===== config.mk =====
export PLATFORM = sky130hd
export DESIGN_NAME = mips_alu_exec_stage
export DESIGN_NICKNAME = d
export VERILOG_FILES = /design/src/rtl/mips_alu_exec_stage.sv
export SDC_FILE = /design/constraint.sdc
export NUM_CORES = 1
export LEC_CHECK = 0
export BUFFER_PORTS_ARGS = -buffer_cell sky130_fd_sc_hd__buf_2
export CAP_MARGIN = 20
export CORE_ASPECT_RATIO = 1.25
export CORE_MARGIN = 2
export CORE_UTILIZATION = 49
export CTS_CLUSTER_SIZE = 25
export DETAILED_ROUTE_END_ITERATION = 10
export PLACE_DENSITY = 0.85
export SYNTH_ARGS = -nofsm -noshare
export SYNTH_HDL_FRONTEND = slang
export SYNTH_SLANG_ARGS = --single-unit

===== constraint.sdc =====
create_clock -name clk -period 2.1 [get_ports clk]
set_input_delay 0.42 -clock clk [delete_from_list [all_inputs] [get_ports clk]]
set_output_delay 0.42 -clock clk [all_outputs]
set_load 0.02 [all_outputs]

===== src/rtl/mips_alu_exec_stage.sv =====
// Two-stage execute pipeline around the combinational mipsALU.
// Stage 1 holds the ALU operands/control; stage 2 holds the ALU result for writeback.
module mips_alu_exec_stage #(
    parameter int WIDTH     = 8,
    parameter int BAD_CNT_W = 4
) (
    input  logic                 clk,
    input  logic                 reset_n,
    input  logic                 in_valid,
    output logic                 in_ready,
    input  logic [1:0]           aluop,
    input  logic [5:0]           funct,
    input  logic [WIDTH-1:0]     rs_val,
    input  logic [WIDTH-1:0]     rt_val,
    input  logic [WIDTH-1:0]     imm,
    input  logic                 alu_src,
    output logic [3:0]           alu_ctl,
    output logic [WIDTH-1:0]     alu_a,
    output logic [WIDTH-1:0]     alu_b,
    input  logic [WIDTH-1:0]     alu_out,
    input  logic                 alu_zero,
    output logic                 out_valid,
    input  logic                 out_ready,
    output logic [WIDTH-1:0]     result,
    output logic                 zero,
    output logic                 bad_op,
    output logic [BAD_CNT_W-1:0] bad_cnt
);

    localparam logic [3:0] CTL_AND = 4'b0000;
    localparam logic [3:0] CTL_OR  = 4'b0001;
    localparam logic [3:0] CTL_ADD = 4'b0010;
    localparam logic [3:0] CTL_SUB = 4'b0110;
    localparam logic [3:0] CTL_SLT = 4'b0111;
    localparam logic [3:0] CTL_NOR = 4'b1100;
    localparam logic [3:0] CTL_BAD = 4'b1111;

    logic                 s1_valid_q, s1_valid_d;
    logic                 s1_bad_q,   s1_bad_d;
    logic [3:0]           alu_ctl_q,  alu_ctl_d;
    logic [WIDTH-1:0]     alu_a_q,    alu_a_d;
    logic [WIDTH-1:0]     alu_b_q,    alu_b_d;
    logic                 s2_valid_q, s2_valid_d;
    logic [WIDTH-1:0]     result_q,   result_d;
    logic                 zero_q,     zero_d;
    logic                 bad_op_q,   bad_op_d;
    logic [BAD_CNT_W-1:0] bad_cnt_q,  bad_cnt_d;

    logic [3:0] ctl_dec;
    logic       bad_dec;
    logic       s1_adv;
    logic       accept;

    always_comb begin
        ctl_dec = CTL_BAD;
        bad_dec = 1'b0;
        unique case (aluop)
            2'b00: ctl_dec = CTL_ADD;
            2'b01: ctl_dec = CTL_SUB;
            2'b11: ctl_dec = CTL_OR;
            default: begin
                unique case (funct)
                    6'b100000: ctl_dec = CTL_ADD;
                    6'b100010: ctl_dec = CTL_SUB;
                    6'b100100: ctl_dec = CTL_AND;
                    6'b100101: ctl_dec = CTL_OR;
                    6'b100111: ctl_dec = CTL_NOR;
                    6'b101010: ctl_dec = CTL_SLT;
                    default: begin
                        ctl_dec = CTL_BAD;
                        bad_dec = 1'b1;
                    end
                endcase
            end
        endcase
    end

    // Stage 1 may hand off whenever stage 2 is empty or draining this same edge.
    assign s1_adv   = s1_valid_q & (~s2_valid_q | out_ready);
    assign in_ready = ~s1_valid_q | s1_adv;
    assign accept   = in_valid & in_ready;

    always_comb begin
        s1_valid_d = s1_valid_q;
        s1_bad_d   = s1_bad_q;
        alu_ctl_d  = alu_ctl_q;
        alu_a_d    = alu_a_q;
        alu_b_d    = alu_b_q;
        bad_cnt_d  = bad_cnt_q;
        if (accept) begin
            s1_valid_d = 1'b1;
            s1_bad_d   = bad_dec;
            alu_ctl_d  = ctl_dec;
            alu_a_d    = rs_val;
            alu_b_d    = alu_src ? imm : rt_val;
            if (bad_dec && (bad_cnt_q != {BAD_CNT_W{1'b1}}))
                bad_cnt_d = bad_cnt_q + 1'b1;
        end else if (s1_adv) begin
            s1_valid_d = 1'b0;
        end
    end

    // Result fields hold their last value when the stage drains without refill.
    always_comb begin
        s2_valid_d = s2_valid_q;
        result_d   = result_q;
        zero_d     = zero_q;
        bad_op_d   = bad_op_q;
        if (s1_adv) begin
            s2_valid_d = 1'b1;
            result_d   = alu_out;
            zero_d     = alu_zero;
            bad_op_d   = s1_bad_q;
        end else if (out_ready) begin
            s2_valid_d = 1'b0;
        end
    end

    always_ff @(posedge clk or negedge reset_n) begin
        if (!reset_n) begin
            s1_valid_q <= 1'b0;
            s1_bad_q   <= 1'b0;
            alu_ctl_q  <= CTL_BAD;
            alu_a_q    <= '0;
            alu_b_q    <= '0;
            s2_valid_q <= 1'b0;
            result_q   <= '0;
            zero_q     <= 1'b0;
            bad_op_q   <= 1'b0;
            bad_cnt_q  <= '0;
        end else begin
            s1_valid_q <= s1_valid_d;
            s1_bad_q   <= s1_bad_d;
            alu_ctl_q  <= alu_ctl_d;
            alu_a_q    <= alu_a_d;
            alu_b_q    <= alu_b_d;
            s2_valid_q <= s2_valid_d;
            result_q   <= result_d;
            zero_q     <= zero_d;
            bad_op_q   <= bad_op_d;
            bad_cnt_q  <= bad_cnt_d;
        end
    end

    assign alu_ctl   = alu_ctl_q;
    assign alu_a     = alu_a_q;
    assign alu_b     = alu_b_q;
    assign out_valid = s2_valid_q;
    assign result    = result_q;
    assign zero      = zero_q;
    assign bad_op    = bad_op_q;
    assign bad_cnt   = bad_cnt_q;

endmodule


==> reports/qor.txt, run 1 <==
Run status -> finished, final reports clean
Crit Path Class -> register to register
RSZ-0062 raised after global routing -> no
Yosys reg bits -> 37
Reported leakage power -> 1.13 nW
Placed Cells -> 249
Post-layout nets -> 266
Overall routing resource usage -> 0.182
Num CTS Buffers -> 5
Postcts setup bufs -> 0
Peak VDD IR -> 0.883 mV
Layout cells sized above 1 -> 0.578
Syn Area/Cell -> 12.7 um2
DP Wirelength -> 2.69 mm
Netlist cell types -> 33
P per Cell Area -> 897 nW/um2
Area taken by multi-input logic gates -> 724 um2
Die area -> 3920 um2
Final setup fails -> 0
Arr. time, crit path -> 1700 ps
Post-layout util -> 0.680
Post-cts resize count -> 0
Max Cap Violations -> 0
Starting density of the core -> 0.518
Post-Layout Cell Count -> 255
Worst reg2reg startpoint -> bad_cnt[0]$_DFFE_PN0P_
Hold Vio Cnt, Final -> 0
Period utilisation layout -> 0.730
Crit-path cells -> ha_1 > and3_2 > a211oi_4 > mux2_4
Clk slew on worst S/H paths -> 70 ps
Hold_buf cts -> 0
Synthesis Warnings -> 0
Comb power frac -> 0.302
Sw Pwr -> 655 uW
Most frequent cells in the layout -> 81 x buf_2, 33 x dfrtp_1, 18 x mux2_2
Post-synthesis sequential area ratio -> 0.553
Internal cell power -> 1.33 mW
Placed inst area -> 2140 um2
Buf+Inv Stages, Crit Path -> 0
Reg power frac -> 0.473
Reg2Reg Depth -> 4
Achievable frequency -> 653 MHz
Root Buffer -> clkbuf_8
Tot Pwr -> 1.98 mW
Die height -> 69.5 um
Inserted Diodes -> 0
Post-synthesis net count -> 179
Critical Path Source Type -> register
Gp weighted congestion -> 0.754
DRT iter0 DRCs -> 23
Slew Viols, Final -> 0
Final Cell Area -> 2210 um2
Register Area -> 931 um2
DR vias -> 1,315
Switching Share -> 0.330
Clk pwr share -> 0.224
# fillers -> 284
Core area -> 3250 um2
Die width -> 56.4 um
Slowest cell on the critical path -> dfrtp_1
CP top delay family -> flip-flops
Clk sink count -> 37
Vias in the first global route -> 1,300
DRC -> 0
Clk_lat worst skew -> 280 ps
HP Class -> primary input to asynchronous set/reset pin
CP max FO -> 4
CTS tree -> done
Syn Inst Count -> 132
Initial antenna violation count -> 0
CP required -> 2270 ps
First-pass GRT wire length -> 5.53 mm
Worst slew margin -> 0.627
Largest net degree at the start of global routing -> 26
Worst R2R Setup Slack -> 570 ps
Via density per instance -> 5.16
Kind of end point of the critical path -> register
Final setup margin -> 568 ps
Port bufs -> 81
I/O pin count -> 82
Setup TNS -> 0 ps
Async SR Flop Fraction -> 1.00
Max Buffers Root-to-Sink -> 2
Worst Skew -> 2.94 ps
H-tree depth -> 2
Most common cell after layout, fill and taps aside -> buf_2
GRT overflow -> 0
Antenna-violating nets left -> 0
Hold Slack -> 129 ps
Prevailing post-synth register cell -> dfrtp_1
First-pass iteration count of the detailed router -> 4
CP max stage delay -> 430 ps
Slew of the pin with the lowest slew margin -> 560 ps
Syn-to-layout area delta -> 31.4%
Wirelength, routed -> 3.43 mm
Min Clock Period, post-route -> 1530 ps
Critical register-to-register path endpoint -> bad_cnt[1]$_DFFE_PN0P_
Post-synth EDFFs -> 0
Row count -> 23
Post-synthesis cell area -> 1680 um2
Average wire per standard cell -> 13.4 um
Place WS -> 416 ps
worst max path at each step:
stage                            from                     end  slack (ps)  cells past startpoint
6_report       bad_cnt[0]$_DFFE_PN0P_  bad_cnt[1]$_DFFE_PN0P_         570                      4
3_5_place_dp                out_ready    alu_a[0]$_DFFE_PN0P_         420                      4
4_1_cts        bad_cnt[0]$_DFFE_PN0P_  bad_cnt[1]$_DFFE_PN0P_         580                      4
3_3_place_gp                 aluop[0]  bad_cnt[1]$_DFFE_PN0P_         430                      5
2_1_floorplan               out_ready    alu_a[0]$_DFFE_PN0P_         530                      4
5_1_grt        bad_cnt[0]$_DFFE_PN0P_  bad_cnt[1]$_DFFE_PN0P_         530                      4
power by group through the flow:
| stage | Sequential, mW | Clock (mW) | Combinational (mW) |
|---|---|---|---|
| 2_1_floorplan | 1.10 | 0 | 0.210 |
| 5_1_grt | 0.954 | 0.482 | 0.644 |
| 3_5_place_dp | 0.950 | 0 | 0.606 |
| 6_report | 0.939 | 0.444 | 0.600 |
| 3_3_place_gp | 0.946 | 0 | 0.594 |
| 4_1_cts | 0.939 | 0.455 | 0.607 |
metal layers:
layer,GRT usage,up-vias,share of wire
met3,0.0429,8,0.046
met5,0,-,0
li1,-,639,-
met4,0.103,0,0.020
met1,0.196,624,0.40
met2,0.320,44,0.53
synthesized netlist by cell type, types with 2 or more instances:
cell	count	area [um2]
a21o_1	2	15.0
a21oi_1	3	15.0
nand3_1	3	15.0
clkbuf_1	2	7.51
dfrtp_1	33	826
and4bb_2	3	37.5
mux2_1	2	22.5
nor2b_1	2	12.5
nand2_1	15	56.3
nand2b_1	6	37.5
o21ai_0	11	55.1
dfstp_2	4	105
mux2_2	18	203
mux2i_1	9	90.1
worst reg2reg max path: stages (launching register included):
cell      delay (ps)
dfrtp_1          430
ha_1             250
and3_2           200
a211oi_4         220
mux2_4           320
cells by family (layout without fill, tap and decap cells):
family                   Yosys count  after routing  share of synthesized area
flip-flops                        37             37                      0.553
multiplexers                      30             30                      0.196
AND/OR/NAND/NOR                   36             36                      0.135
AO/OA/AOI/OAI                     22             22                     0.0862
adder cells (fa/ha/maj)            1              1                    0.00743
buffers and inverters              5             91                     0.0164
XOR/XNOR                           1              1                    0.00521
state kept, by name, indices dropped and copies added, names as in the netlist:
name,flops
s1_bad_q,1
alu_a,8
s1_valid_q,1
zero,1
out_valid,1
alu_b,8
bad_op,1
alu_ctl,4
bad_cnt,4
result,8
cell type report:
class                   instances  area share
flip-flops and latches         37       0.421
repair buffers                 85       0.197
clock inverters                 1     0.00226
clock buffers                   5      0.0311
multi-input cells              90       0.328
well taps                      37      0.0209
No activity file was read; power rests on OpenSTA's default activity.
==> run 2: changes to the inputs <==
--- a/config.mk
+++ b/config.mk
@@ -5,14 +5,15 @@
 export SDC_FILE = /design/constraint.sdc
 export NUM_CORES = 1
 export LEC_CHECK = 0
+export ABC_AREA = 1
 export BUFFER_PORTS_ARGS = -buffer_cell sky130_fd_sc_hd__buf_2
 export CAP_MARGIN = 20
 export CORE_ASPECT_RATIO = 1.25
 export CORE_MARGIN = 2
-export CORE_UTILIZATION = 49
+export CORE_UTILIZATION = 42
 export CTS_CLUSTER_SIZE = 25
 export DETAILED_ROUTE_END_ITERATION = 10
-export PLACE_DENSITY = 0.85
+export PLACE_DENSITY = 0.77
 export SYNTH_ARGS = -nofsm -noshare
 export SYNTH_HDL_FRONTEND = slang
 export SYNTH_SLANG_ARGS = --single-unit
==> constraint.sdc (replaced) <==
create_clock -name clk -period 1.4 [get_ports clk]
set_input_delay 0.28 -clock clk [delete_from_list [all_inputs] [get_ports clk]]
set_output_delay 0.28 -clock clk [all_outputs]
set_load 0.02 [all_outputs]
==> run 2 against run 1 <==
  * Combinational power grew 78%
  * Core utilization is 9.6 points lower
  * Highest routed layer unchanged
  * First-iteration DRC count rose to 3.7 times the previous value
  * Critical path type is now register to primary output
  * Cell count grew 33%
  * Register-to-register slack worse by 440 ps
  * Worst setup slack worse by 450 ps
  * Worst hold slack improved by 54 ps
  * Sequential power up 54%
  * Non-clock buffer count increased by 1
==> reports/qor.txt, run 2 <==
Setup TNS -> 0 ps (unchanged)
Count leader, synth -> nand2_1 (was dfrtp_1)
Num CTS Buffers -> 5 (unchanged)
Core area -> 4070 um2 (was 3250 um2)
Top cells by count, synth -> 69 x nand2_1, 33 x dfrtp_1, 18 x inv_1, 15 x o21ai_0, 11 x nor2_1 (was 33 x dfrtp_1, 18 x mux2_2, 15 x nand2_1, 11 x o21ai_0, 9 x mux2i_1)
Internal cell power -> 2.14 mW (was 1.33 mW)
Sw Pwr -> 1.15 mW (was 655 uW)
Most common cell after layout, fill and taps aside -> buf_2 (unchanged)
Worst Skew -> 2.68 ps (was 2.94 ps)
Switching Share -> 0.349 (was 0.330)
Worst slew margin -> 0.730 (was 0.627)
Prevailing post-synth register cell -> dfrtp_1 (unchanged)
Die area -> 4750 um2 (was 3920 um2)
Max Buffers Root-to-Sink -> 2 (unchanged)
CP max FO -> 5 (was 4)
Gp weighted congestion -> 0.780 (was 0.754)
Average wire per standard cell -> 10.9 um (was 13.4 um)
Max Cap Violations -> 0 (unchanged)
Syn Area/Cell -> 9.08 um2 (was 12.7 um2)
Postcts setup bufs -> 0 (unchanged)
DRC -> 0 (unchanged)
Netlist cell types -> 26 (was 33)
Starting density of the core -> 0.435 (was 0.518)
Top-area cell type share of the netlist area -> 0.466 (was 0.491)
Slew of the pin with the lowest slew margin -> 404 ps (was 560 ps)
Arr. time, crit path -> 1000 ps (was 1700 ps)
Tot Pwr -> 3.29 mW (was 1.98 mW)
Async SR Flop Fraction -> 1.00 (unchanged)
CTS tree -> done (unchanged)
Vias in the first global route -> 1,403 (was 1,300)
Clk pwr share -> 0.234 (was 0.224)
Post-synthesis net count -> 242 (was 179)
Reg power frac -> 0.440 (was 0.473)
Die width -> 62.1 um (was 56.4 um)
CP required -> 1120 ps (was 2270 ps)
Post-synthesis cell area -> 1770 um2 (was 1680 um2)
Inserted Diodes -> 0 (unchanged)
I/O pin count -> 82 (unchanged)
Kind of end point of the critical path -> primary output (was register)
Period utilisation layout -> 0.914
Slew Viols, Final -> 0 (unchanged)
H-tree depth -> 2 (unchanged)
Final setup fails -> 0 (unchanged)
Post-synthesis sequential area ratio -> 0.526 (was 0.553)
Peak VDD IR -> 0.604 mV (was 0.883 mV)
Wirelength, routed -> 3.70 mm (was 3.43 mm)
Critical Path Source Type -> register (unchanged)
DRT iter0 DRCs -> 85 (was 23)
Overall routing resource usage -> 0.163 (was 0.182)
Crit Path Class -> register to primary output (was register to register)
Root Buffer -> clkbuf_8 (unchanged)
Clk slew on worst S/H paths -> 70 ps (about the same)
Post-layout util -> 0.584 (was 0.680)
Hold Vio Cnt, Final -> 0 (unchanged)
Yosys reg bits -> 37 (unchanged)
HP Class -> primary input to register (was primary input to asynchronous set/reset pin)
Die height -> 76.6 um (was 69.5 um)
Clk_lat worst skew -> 280 ps (about the same)
Via density per instance -> 4.53 (was 5.16)
GRT overflow -> 0 (unchanged)
DP Wirelength -> 2.87 mm (was 2.69 mm)
Top cells by area, synth -> dfrtp_1 47%, nand2_1 15%, dfstp_2 5.9% (was dfrtp_1 49%, mux2_2 12%, dfstp_2 6.2%)
Post-layout nets -> 330 (was 266)
Post-synth EDFFs -> 0 (unchanged)
P per Cell Area -> 1390 nW/um2 (was 897 nW/um2)
First-pass GRT wire length -> 5.89 mm (was 5.53 mm)
Reported leakage power -> 1.31 nW (was 1.13 nW)
Port bufs -> 81 (unchanged)
Synthesis Warnings -> 0 (unchanged)
First-pass iteration count of the detailed router -> 4 (unchanged)
# fillers -> 384 (was 284)
Achievable frequency -> 782 MHz
RSZ-0062 raised after global routing -> no (unchanged)
Syn-to-layout area delta -> 34.2% (was 31.4%)
Clk sink count -> 37 (unchanged)
Largest net degree at the start of global routing -> 22 (was 26)
Yosys top cell by area -> dfrtp_1 (unchanged)
Hold Slack -> 183 ps (was 129 ps)
Antenna-violating nets left -> 0 (unchanged)
Run status -> finished, final reports clean (unchanged)
Syn Inst Count -> 195 (was 132)
Most frequent cells in the layout -> 81 x buf_2, 69 x nand2_1, 33 x dfrtp_1 (was 81 x buf_2, 33 x dfrtp_1, 18 x mux2_2)
DR vias -> 1,540 (was 1,315)
Comb power frac -> 0.326 (was 0.302)
Row count -> 26 (was 23)
Min Clock Period, post-route -> 1280 ps
Initial antenna violation count -> 0 (unchanged)
Layout cells sized above 1 -> 0.412 (was 0.578)
==> run 2: repair_timing <==
action	CTS	global route
hold buffers	1	0
endpoints found under the hold margin	15	0
resized for setup	0	0
setup endpoints to repair	0	0
==> run 2: per-stage QoR <==
step	cells	area, um2	setup slack, ps
3_5_place_dp	331	2270	138
4_1_cts	340	2380	102
2_1_floorplan	195	1770	138
5_1_grt	340	2380	48.7
3_3_place_gp	331	2270	148
6_report	340	2380	120
==> run 2: area by class of cell <==
type | instances | area (um2) | share of cell area
Clock buffer | 6 | 82.6 | 0.0348
Clock inverter | 2 | 13.8 | 0.00579
Inverter | 21 | 78.8 | 0.0332
Multi-Input combinational cell | 132 | 717 | 0.302
Sequential cell | 37 | 931 | 0.392
Tap cell | 56 | 70.1 | 0.0295
Timing Repair Buffer | 86 | 483 | 0.203
==> run 2: layer usage <==
metal  vias to the layer above  routed length (um)  GRT usage
met4                         0                  68     0.0702
li1                        789                   -          -
met5                         -                   0          0
met1                       680                1540      0.194
met2                        66                1710      0.256
met3                         5                 381     0.0577
==> run 2: worst max-delay path, cell delays in order (launching register included) <==
cell	delay, ps
dfrtp_1	400
nand3_2	130
buf_2	180
==> run 2: cells by family after synthesis <==
family,synth area share
DFF,0.526
muxes,0.0721
adders and majority gates,0.00707
xor gates and xnor gates,0.0148
and+or+nand+nor,0.245
AOI/OAI and AO/OA,0.0657
buffers and inverters,0.0693
==> run 2: worst paths after layout <==
kind	slack [ps]	start	endpoint	cells after the start
max	120	out_valid$_DFFE_PN0P_	in_ready	2
min	180	rs_val[1]	alu_a[1]$_DFFE_PN0P_	3
max reg2reg	130	bad_cnt[0]$_DFFE_PN0P_	bad_cnt[3]$_DFFE_PN0P_	5
min reg2reg	470	alu_ctl[2]$_DFFE_PN1P_	alu_ctl[2]$_DFFE_PN1P_	2
max in group asynchronous	420	reset_n	alu_ctl[3]$_DFFE_PN1P_	3
min in group asynchronous	460	reset_n	result[2]$_DFFE_PN0P_	2
==> run 2: power by group through the flow <==
stage | combinational [mW] | sequential, mW | clock [mW]
6_report | 1.07 | 1.45 | 0.771
5_1_grt | 1.18 | 1.48 | 0.850
4_1_cts | 1.09 | 1.45 | 0.799
3_5_place_dp | 1.08 | 1.46 | 0
3_3_place_gp | 1.06 | 1.46 | 0
2_1_floorplan | 0.403 | 1.73 | 0
